===== src/rtl/aes_pkg.sv =====
// rtl/aes_pkg.sv - shared types and constants for the AES round sequencer
package aes_pkg;

  localparam int AES_NUM_ROUNDS = 10;

  typedef enum logic [1:0] {IDLE, EXPAND, ROUND, DONE} seq_state_t;

  typedef logic [127:0] block_t;
  typedef logic [3:0]   round_idx_t;

endpackage


===== src/rtl/aes_round_key_store.sv =====
// rtl/aes_round_key_store.sv - 11-entry round-key register file, one write and one read port
// KEY_CACHE_EN adds a valid bit and a compare of the incoming key against the cached rk[0].
module aes_round_key_store
  import aes_pkg::*;
(
  input  logic         clk,
  input  logic         rst_n,
  input  logic         wrEn,
  input  logic [3:0]   wrIdx,
  input  logic [127:0] wrData,
  input  logic [3:0]   rdIdx,
  output logic [127:0] rdData,
  output logic [127:0] lastKey,
  input  logic [127:0] cmpKey,
  output logic         keyHit
);

  block_t keys [AES_NUM_ROUNDS+1];

  always_ff @(posedge clk) begin
    if (wrEn) keys[wrIdx] <= wrData;
  end

  assign rdData  = keys[rdIdx];
  // rk[10] gets its own tap so a cached decrypt can whiten and fetch rk[9] in one cycle
  assign lastKey = keys[AES_NUM_ROUNDS];

`ifdef KEY_CACHE_EN
  logic cacheValid;

  // A new rk[0] invalidates the set until the final round key lands
  always_ff @(posedge clk or negedge rst_n) begin
    if (!rst_n) begin
      cacheValid <= 1'b0;
    end else if (wrEn && wrIdx == 4'd0) begin
      cacheValid <= 1'b0;
    end else if (wrEn && wrIdx == 4'(AES_NUM_ROUNDS)) begin
      cacheValid <= 1'b1;
    end
  end

  assign keyHit = cacheValid && (cmpKey == keys[0]);
`else
  logic [128:0] unusedInputs;
  assign unusedInputs = {rst_n, cmpKey};
  assign keyHit       = 1'b0;
`endif

endmodule


===== src/rtl/aes_round_sequencer.sv =====
// rtl/aes_round_sequencer.sv - drives an external AES-128 round/key-expansion unit one step per cycle
// Optional KEY_CACHE_EN: reuse stored round keys when the same key arrives again.
module aes_round_sequencer
  import aes_pkg::*;
#(
  parameter int NUM_ROUNDS = AES_NUM_ROUNDS
) (
  input  logic         clk,
  input  logic         rst_n,
  input  logic         in_valid,
  output logic         in_ready,
  input  logic [127:0] in_key,
  input  logic [127:0] in_block,
  input  logic         in_encrypt,
  output logic         out_valid,
  input  logic         out_ready,
  output logic [127:0] out_block,
  output logic [127:0] aes_a,
  output logic [127:0] aes_b,
  output logic         aes_key_assist,
  output logic         aes_final_round,
  output logic         aes_encryption,
  input  logic [127:0] aes_result
);

  localparam round_idx_t LastRound = round_idx_t'(NUM_ROUNDS);

  seq_state_t fsm, fsmNext;
  round_idx_t r, rNext, rInc, rDec;
  logic       encDir, encDirNext;
  logic       skipExp, skipExpNext;
  block_t     dataReg, dataNext;
  block_t     aesANext, aesBNext;
  logic       keyAssistNext, finalNext, encNext;
  logic       wrEn;
  round_idx_t wrIdx, rdIdx;
  block_t     wrData, rdData, lastKey;
  logic       keyHit;

  aes_round_key_store u_keyStore (
    .clk     (clk),
    .rst_n   (rst_n),
    .wrEn    (wrEn),
    .wrIdx   (wrIdx),
    .wrData  (wrData),
    .rdIdx   (rdIdx),
    .rdData  (rdData),
    .lastKey (lastKey),
    .cmpKey  (in_key),
    .keyHit  (keyHit)
  );

  assign in_ready  = (fsm == IDLE);
  assign out_valid = (fsm == DONE);
  assign out_block = (fsm == DONE) ? dataReg : '0;
  assign rInc      = r + 4'd1;
  assign rDec      = r - 4'd1;

  // aes_* are registered, so each branch prepares the unit inputs for the state being entered
  always_comb begin
    fsmNext       = fsm;
    rNext         = r;
    encDirNext    = encDir;
    skipExpNext   = skipExp;
    dataNext      = dataReg;
    aesANext      = '0;
    aesBNext      = '0;
    keyAssistNext = 1'b0;
    finalNext     = 1'b0;
    encNext       = 1'b0;
    wrEn          = 1'b0;
    wrIdx         = r;
    wrData        = aes_result;
    rdIdx         = '0;
    case (fsm)
      IDLE: begin
        if (in_valid) begin
          encDirNext  = in_encrypt;
          skipExpNext = keyHit;
          fsmNext     = keyHit ? ROUND : EXPAND;
          if (keyHit && in_encrypt) begin
            rNext    = 4'd1;
            rdIdx    = 4'd1;
            dataNext = in_block ^ in_key;
            aesANext = dataNext;
            aesBNext = rdData;
            encNext  = 1'b1;
          end else if (keyHit) begin
            rNext    = LastRound - 4'd1;
            rdIdx    = LastRound - 4'd1;
            dataNext = in_block ^ lastKey;
            aesANext = dataNext;
            aesBNext = rdData;
          end else begin
            wrEn          = 1'b1;
            wrIdx         = 4'd0;
            wrData        = in_key;
            rNext         = 4'd1;
            dataNext      = in_encrypt ? (in_block ^ in_key) : in_block;
            aesANext      = in_key;
            aesBNext      = 128'd1;
            keyAssistNext = 1'b1;
          end
        end
      end
      EXPAND: begin
        wrEn = 1'b1;
        if (encDir) begin
          fsmNext   = ROUND;
          aesANext  = dataReg;
          aesBNext  = aes_result;
          encNext   = 1'b1;
          finalNext = (r == LastRound);
        end else if (r != LastRound) begin
          rNext         = rInc;
          aesANext      = aes_result;
          aesBNext      = {124'd0, rInc};
          keyAssistNext = 1'b1;
        end else begin
          // rk[10] is still on aes_result this cycle, so whiten from there
          fsmNext  = ROUND;
          dataNext = dataReg ^ aes_result;
          rNext    = LastRound - 4'd1;
          rdIdx    = LastRound - 4'd1;
          aesANext = dataNext;
          aesBNext = rdData;
        end
      end
      ROUND: begin
        dataNext = aes_result;
        if (encDir) begin
          if (r == LastRound) begin
            fsmNext = DONE;
          end else if (skipExp) begin
            rNext     = rInc;
            rdIdx     = rInc;
            aesANext  = aes_result;
            aesBNext  = rdData;
            encNext   = 1'b1;
            finalNext = (rInc == LastRound);
          end else begin
            fsmNext       = EXPAND;
            rNext         = rInc;
            aesANext      = aes_b;
            aesBNext      = {124'd0, rInc};
            keyAssistNext = 1'b1;
          end
        end else begin
          if (r == 4'd0) begin
            fsmNext = DONE;
          end else begin
            rNext     = rDec;
            rdIdx     = rDec;
            aesANext  = aes_result;
            aesBNext  = rdData;
            finalNext = (rDec == 4'd0);
          end
        end
      end
      DONE: begin
        if (out_ready) fsmNext = IDLE;
      end
      default: fsmNext = IDLE;
    endcase
  end

  always_ff @(posedge clk or negedge rst_n) begin
    if (!rst_n) begin
      fsm             <= IDLE;
      r               <= '0;
      encDir          <= 1'b0;
      skipExp         <= 1'b0;
      dataReg         <= '0;
      aes_a           <= '0;
      aes_b           <= '0;
      aes_key_assist  <= 1'b0;
      aes_final_round <= 1'b0;
      aes_encryption  <= 1'b0;
    end else begin
      fsm             <= fsmNext;
      r               <= rNext;
      encDir          <= encDirNext;
      skipExp         <= skipExpNext;
      dataReg         <= dataNext;
      aes_a           <= aesANext;
      aes_b           <= aesBNext;
      aes_key_assist  <= keyAssistNext;
      aes_final_round <= finalNext;
      aes_encryption  <= encNext;
    end
  end

endmodule

===== config.mk =====
export PLATFORM = sky130hd
export DESIGN_NAME = aes_round_sequencer
export DESIGN_NICKNAME = d
export VERILOG_FILES = /design/src/rtl/aes_pkg.sv /design/src/rtl/aes_round_key_store.sv /design/src/rtl/aes_round_sequencer.sv
export SDC_FILE = /design/constraint.sdc
export NUM_CORES = 2
export LEC_CHECK = 0
export ABC_AREA = 1
export CORE_UTILIZATION = 40
export DETAILED_ROUTE_END_ITERATION = 6
export SKIP_CTS_REPAIR_TIMING = 1
export SLEW_MARGIN = 0
export SYNTH_ARGS = -nofsm -noshare
export SYNTH_HDL_FRONTEND = slang
export SYNTH_HIERARCHICAL = 1
export SYNTH_SLANG_ARGS = --single-unit

===== constraint.sdc =====
create_clock -name clk -period 7.45 [get_ports clk]
set_input_delay 2.235 -clock clk [delete_from_list [all_inputs] [get_ports clk]]
set_output_delay 2.235 -clock clk [all_outputs]
set_load 0.02 [all_outputs]

# Yosys cells after proc, flatten, opt, wreduce, memory -nomap -nowiden
# Memory sizes are Yosys's and may differ from the RTL's.
# Cells that the tools add are included.
dict set report word_totals {
  reg_bits 394
  ramBits 1408
  rom_bits 0
  n_memories 1
  word_cells 94
  latchBits 0
  output_inout_bits 389
}
# name words width rd rd_clocked_by_memory_dff write_ports line
set memory_table {}
lappend memory_table {u_keyStore.keys 11 128 1 0 1 aes_round_key_store.sv:18} ;# block_t keys [AES_NUM_ROUNDS+1];
dict set report op_classes {
  order_cmp 0
  div_mod_pow 0
  eq_ne 13
  n_reduce_logical 8
  shift 0
  bitwise_logic 2
  mul 0
  add_sub_neg 2
  mux 59
}
# operator n
set ops {}
lappend ops {{128-bit 2-to-1 mux} 17}
lappend ops {{128-bit case mux with 3 select lines} 3}
lappend ops {{128-bit XOR} 2}
lappend ops {{4-bit 2-to-1 mux} 13}
lappend ops {{2-bit 2-to-1 mux} 7}
lappend ops {{1-bit 2-to-1 mux} 13}
lappend ops {{3-bit != test (second input constant)} 4}
lappend ops {{4-bit case mux with 3 select lines} 1}
lappend ops {{4-bit zero test} 2}
lappend ops {{2-bit case mux with 4 select lines} 1}
lappend ops {{4-bit case mux with 2 select lines} 1}
lappend ops {{4-bit AND reduction} 2}
lappend ops {{2-bit != test (second input constant)} 3}
lappend ops {{5-bit AND reduction} 1}
lappend ops {{4-bit by 1-bit adder with 4-bit output (second input constant)} 1}
lappend ops {{2-bit == test (second input constant)} 2}
lappend ops {{4-bit == test (second input constant)} 1}
lappend ops {{4-bit != test (second input constant)} 1}
lappend ops {{1-bit case mux with 2 select lines} 2}
lappend ops {{4-bit by 1-bit subtractor with 4-bit output (second input constant)} 1}
lappend ops {{1-bit case mux with 3 select lines} 1}
lappend ops {{3-bit nonzero test} 1}
lappend ops {{2-bit by 1-bit == test with 1-bit output (second input constant)} 1}
lappend ops {{2-bit zero test} 1}
lappend ops {{2 further kinds} 2}

# Longest topological paths before layout
# An unclocked memory read counts as a cell.
dict set report logic_depth {
  word_depth 8
  mapped_depth 25
  ltp_nobuf 24
}

# Cells and area by module
# The synthesis kept the hierarchy.
# module area_each_um2 seq_area_each_um2 cells_per_inst n_inst
set by_module_without_submodules {}
lappend by_module_without_submodules {aes_round_key_store 58359.7 42280.6 5174 1}
lappend by_module_without_submodules {aes_round_sequencer 38069.0 9884.5 6676 1}

# Worst setup path before layout
# Ideal clock, no wire load.
dict set report synth_path {
  path_type {input -> register}
  start {input port in_valid}
  end {memory u_keyStore/keys[0][0] (netlist bit), enable pin}
  slack_ns -1.812
  t_arrival_ns 8.645
  path_stages 9
  required_ns 6.833
  path_buffers 3
  cell_sequence {buf_2 -> nand2_2 -> nor2_2 -> buf_2 -> buf_2 -> nor2_1 -> inv_1 -> nand3_1 -> nor2_1}
}
dict set report synth_via {
  word_cells_on_any_way 6
  classes_between {6 x mux}
}
# item line
set synth_rtl {}
lappend synth_rtl {{from (decl)} aes_round_sequencer.sv:10} ;# input logic in_valid,
lappend synth_rtl {{4-bit 2-to-1 mux} aes_round_sequencer.sv:77} ;# if (in_valid) begin
lappend synth_rtl {{4-bit 2-to-1 mux} aes_round_sequencer.sv:75} ;# case (fsm)
lappend synth_rtl {{named net wrIdx[3]} aes_round_sequencer.sv:36} ;# round_idx_t wrIdx, rdIdx;
lappend synth_rtl {{to (decl)} aes_round_key_store.sv:18}
# The timed path passes the listed nets, and every way through them passes these cells.

# Worst setup path after layout
dict set report layout_path {
  start {register fsm[0]}
  end {output port out_block[82]}
}
dict set report layout_via {
  elab_chain_len 2
}
# item line
set layout_rtl {}
lappend layout_rtl {{from (decl)} aes_round_sequencer.sv:28} ;# seq_state_t fsm, fsmNext;
lappend layout_rtl {{from (signal assigned)} aes_round_sequencer.sv:180} ;# fsm <= fsmNext;
lappend layout_rtl {{2-bit == test} aes_round_sequencer.sv:55} ;# assign out_block = (fsm == DONE) ? dataReg : '0;
lappend layout_rtl {{128-bit 2-to-1 mux} aes_round_sequencer.sv:55}
lappend layout_rtl {{to (decl)} aes_round_sequencer.sv:17} ;# output logic [127:0] out_block,
# No other way between the ends.

==> metrics.cfg <==
[clock_network]
clk_latency_ns = 0.87
cts_made_buffers = 200
tritoncts = yes
cts.sinks = 1803
htreeDepth = 4
path_clk_slew_ns = 0.07
clk_path_buf_depth = 3
cts.root.buffer_cell = clkbuf_16

[place]
dp_hpwl_microns = 218000
pre_cts_ws_ns = 1.87
gp_congestion = 0.874
portBuffers = 777

[min_path]
hold_class = flip-flop to flip-flop

[cells_and_area]
fill_cells = 22500
area_growth_syn_to_layout_pct = 18.2
layout.nets = 12700
drive_gt1_share_pct = 5.84

[sta]
drv_slew = 149
fin_crit_ns = 6.04
tightest_slew_ns = 16.32
hold_viol = 0
setup_violations = 0
rsz0062_at_grt = no
fmax_mhz = 166
fin_ws_ns = 1.41
finClkSkew_ns = 0.0377
period_share_pct = 81.0
max-slew-margin-rel_pct = -988

[drt]
postRouteAntennaNets = 0
vias_per_cell = 5.67
dr.pass1.iters = 7
drc = 2
routed_wl_microns = 383000
num_vias = 88700
wire_per_inst_microns = 24.5
drt_iter0_markers = 11100

[grt]
antenna_found_initial = 37
grt_max_degree = 147
grt_overflow = 0
track_usage_pct = 30.6
grt_pass1_vias = 84300
grt_pass1_wl_microns = 554000

[floorplan]
start_util_pct = 40.4
rows = 179
ios = 778
design.core.area_sq_mm = 0.239
die_y_microns = 493
fp.dieW_microns = 493
dieArea_sq_mm = 0.243

[synth]
yosys_warnings = 6
ys_ff_latch = 1803
synth_nets = 12200
postSynth.asyncResetShare_pct = 21.9
ys_seq_area_share_pct = 54.1
yosys.area.top_type = edfxtp_1
syn_area_per_cell_sq_um = 8.14
synth_area_sq_mm = 0.0964
synth_edf_count = 1408
synth_flop_cell = edfxtp_1
synthTopCellsByArea = edfxtp_1, nand2_1, nand3_1
ys_types = 36
syn_inst = 11900
yosysTopAreaCellShare_pct = 43.8

[setup_path]
path_class = flip-flop to output port
cp.arrival_ns = 3.80
start_kind = flip-flop
crit_path_end_kind = output port
worstPathRequired_ns = 5.22
critPathMaxFanout = 42

[power_and_ir_drop]
leakage_nw = 51.6
p_per_area_mw_per_mm2 = 394
ir_drop_mv = 0.398
total_power_mw = 44.9

[run]
maxCapViolCount = 1

[status]
violations = design-rule violations, max-capacitance violations, max-slew violations
outcome = finished, violations left

state kept, by name (all words and copies together) (netlist names):
| name | cells |
|---|---|
| r | 4 |
| u_keyStore/keys | 1408 |
| fsm | 2 |
| aes_key_assist | 1 |
| aes_a | 128 |
| skipExp | 1 |
| aes_final_round | 1 |
| encDir | 1 |
| dataReg | 128 |
| aes_b | 128 |
| aes_encryption | 1 |
final timing paths:
kind                        startpoint  cells past startpoint            end  slack [ns]
max reg2reg                     fsm[0]                     22       aes_b[6]        1.69
min in group asynchronous        rst_n                      1     aes_a[102]        1.35
max                             fsm[0]                      5  out_block[82]        1.41
min                        dataReg[94]                      2    dataReg[94]        0.54
min reg2reg                dataReg[94]                      2    dataReg[94]        0.54
max in group asynchronous        rst_n                      2      aes_a[50]        4.64
synthesized netlist by cell type, types with 2 or more instances:
cell type / instances
a21oi_1: 141
a31oi_1: 2
buf_1: 38
buf_2: 264
buf_4: 67
buf_6: 10
clkbuf_1: 356
clkinv_1: 5
dfrtp_1: 395
edfxtp_1: 1408
ha_1: 9
inv_1: 1607
inv_2: 10
nand2_1: 4049
nand3_1: 2115
nand3_2: 3
nand4_1: 85
nor2_1: 297
nor2_2: 5
nor2_4: 2
nor3_1: 2
o2111ai_1: 80
o211ai_1: 204
o21ai_0: 401
o21ai_1: 6
o221ai_1: 26
or2_2: 155
xnor2_1: 100
worst max-delay path, stage by stage (launching register included):
cell	delay, ns
dfrtp_1	0.54
ha_4	0.67
buf_4	0.71
nand2_1	0.23
inv_1	0.11
clkdlybuf4s50_1	0.62
report_power, final:
part	internal (mW)	leakage, nW	switching, mW
registers	12.9	17.8	1.10
logic	5.83	30.4	14.6
clock network	6.09	3.33	4.43
total	24.9	51.6	20.1
cells by family (layout without fill, tap and decap cells):
| logic type | count (synthesis) | after routing | synth area share, % |
|---|---|---|---|
| xor+xnor | 101 | 101 | 0.917 |
| buf+inv | 2358 | 2965 | 9.86 |
| compound gates | 862 | 862 | 5.43 |
| other cells | 1 | 19 | 0.00389 |
| flops | 1803 | 1803 | 54.1 |
| fa+ha+maj | 9 | 9 | 0.117 |
| simple gates | 6716 | 6716 | 29.6 |
layout make-up:
class                   instances  area [sq um]  area share (%)
well taps                    3167          3960            3.48
multi-input cells            7689         35000            30.7
repair buffers                964          9700            8.51
clock inverters               138          1600            1.40
clock buffers                 241          5310            4.66
diodes                         18          45.0          0.0395
flip-flops and latches       1803         52200            45.8
inverters                    1622          6160            5.40
per-layer routing:
metal	GRT usage [%]	vias up	part of all wire (%)
li1	-	39500	-
met1	39.9	42100	39
met2	46.8	5765	44
met3	6.83	1245	11
met4	17.3	30	5.7
met5	0	-	0.051
cells in the final DEF, fill, tap and decap left out, drive strengths merged, types with 76 or more instances in the layout:
master / instances
nor2: 304
or2: 155
xnor2: 100
a21oi: 141
nand3: 2118
inv: 1633
clkinv: 76
o211ai: 204
clkbuf: 241
o2111ai: 80
nand2: 4050
clkdlybuf4s50: 774
o21ai: 408
dfrtp: 395
nand4: 86
buf: 190
edfxtp: 1408
per-stage QoR:
stage / TNS [ns] / utilization (%) / hold WS [ns] / cell area [sq um] / cells
final: 0 / 47.7 / 0.540 / 114000 / 15600
after global routing: 0 / 47.7 / 0.557 / 114000 / 15600
after CTS: 0 / 47.7 / 0.538 / 114000 / 15600
after detailed placement: 0 / 44.8 / 0.521 / 107000 / 15200
after global placement: 0 / 44.8 / 0.511 / 107000 / 15200
after floorplan: -2537.07 / - / 0.492 / 96400 / 11900
Note: power is estimated with default switching activity, not from simulation.
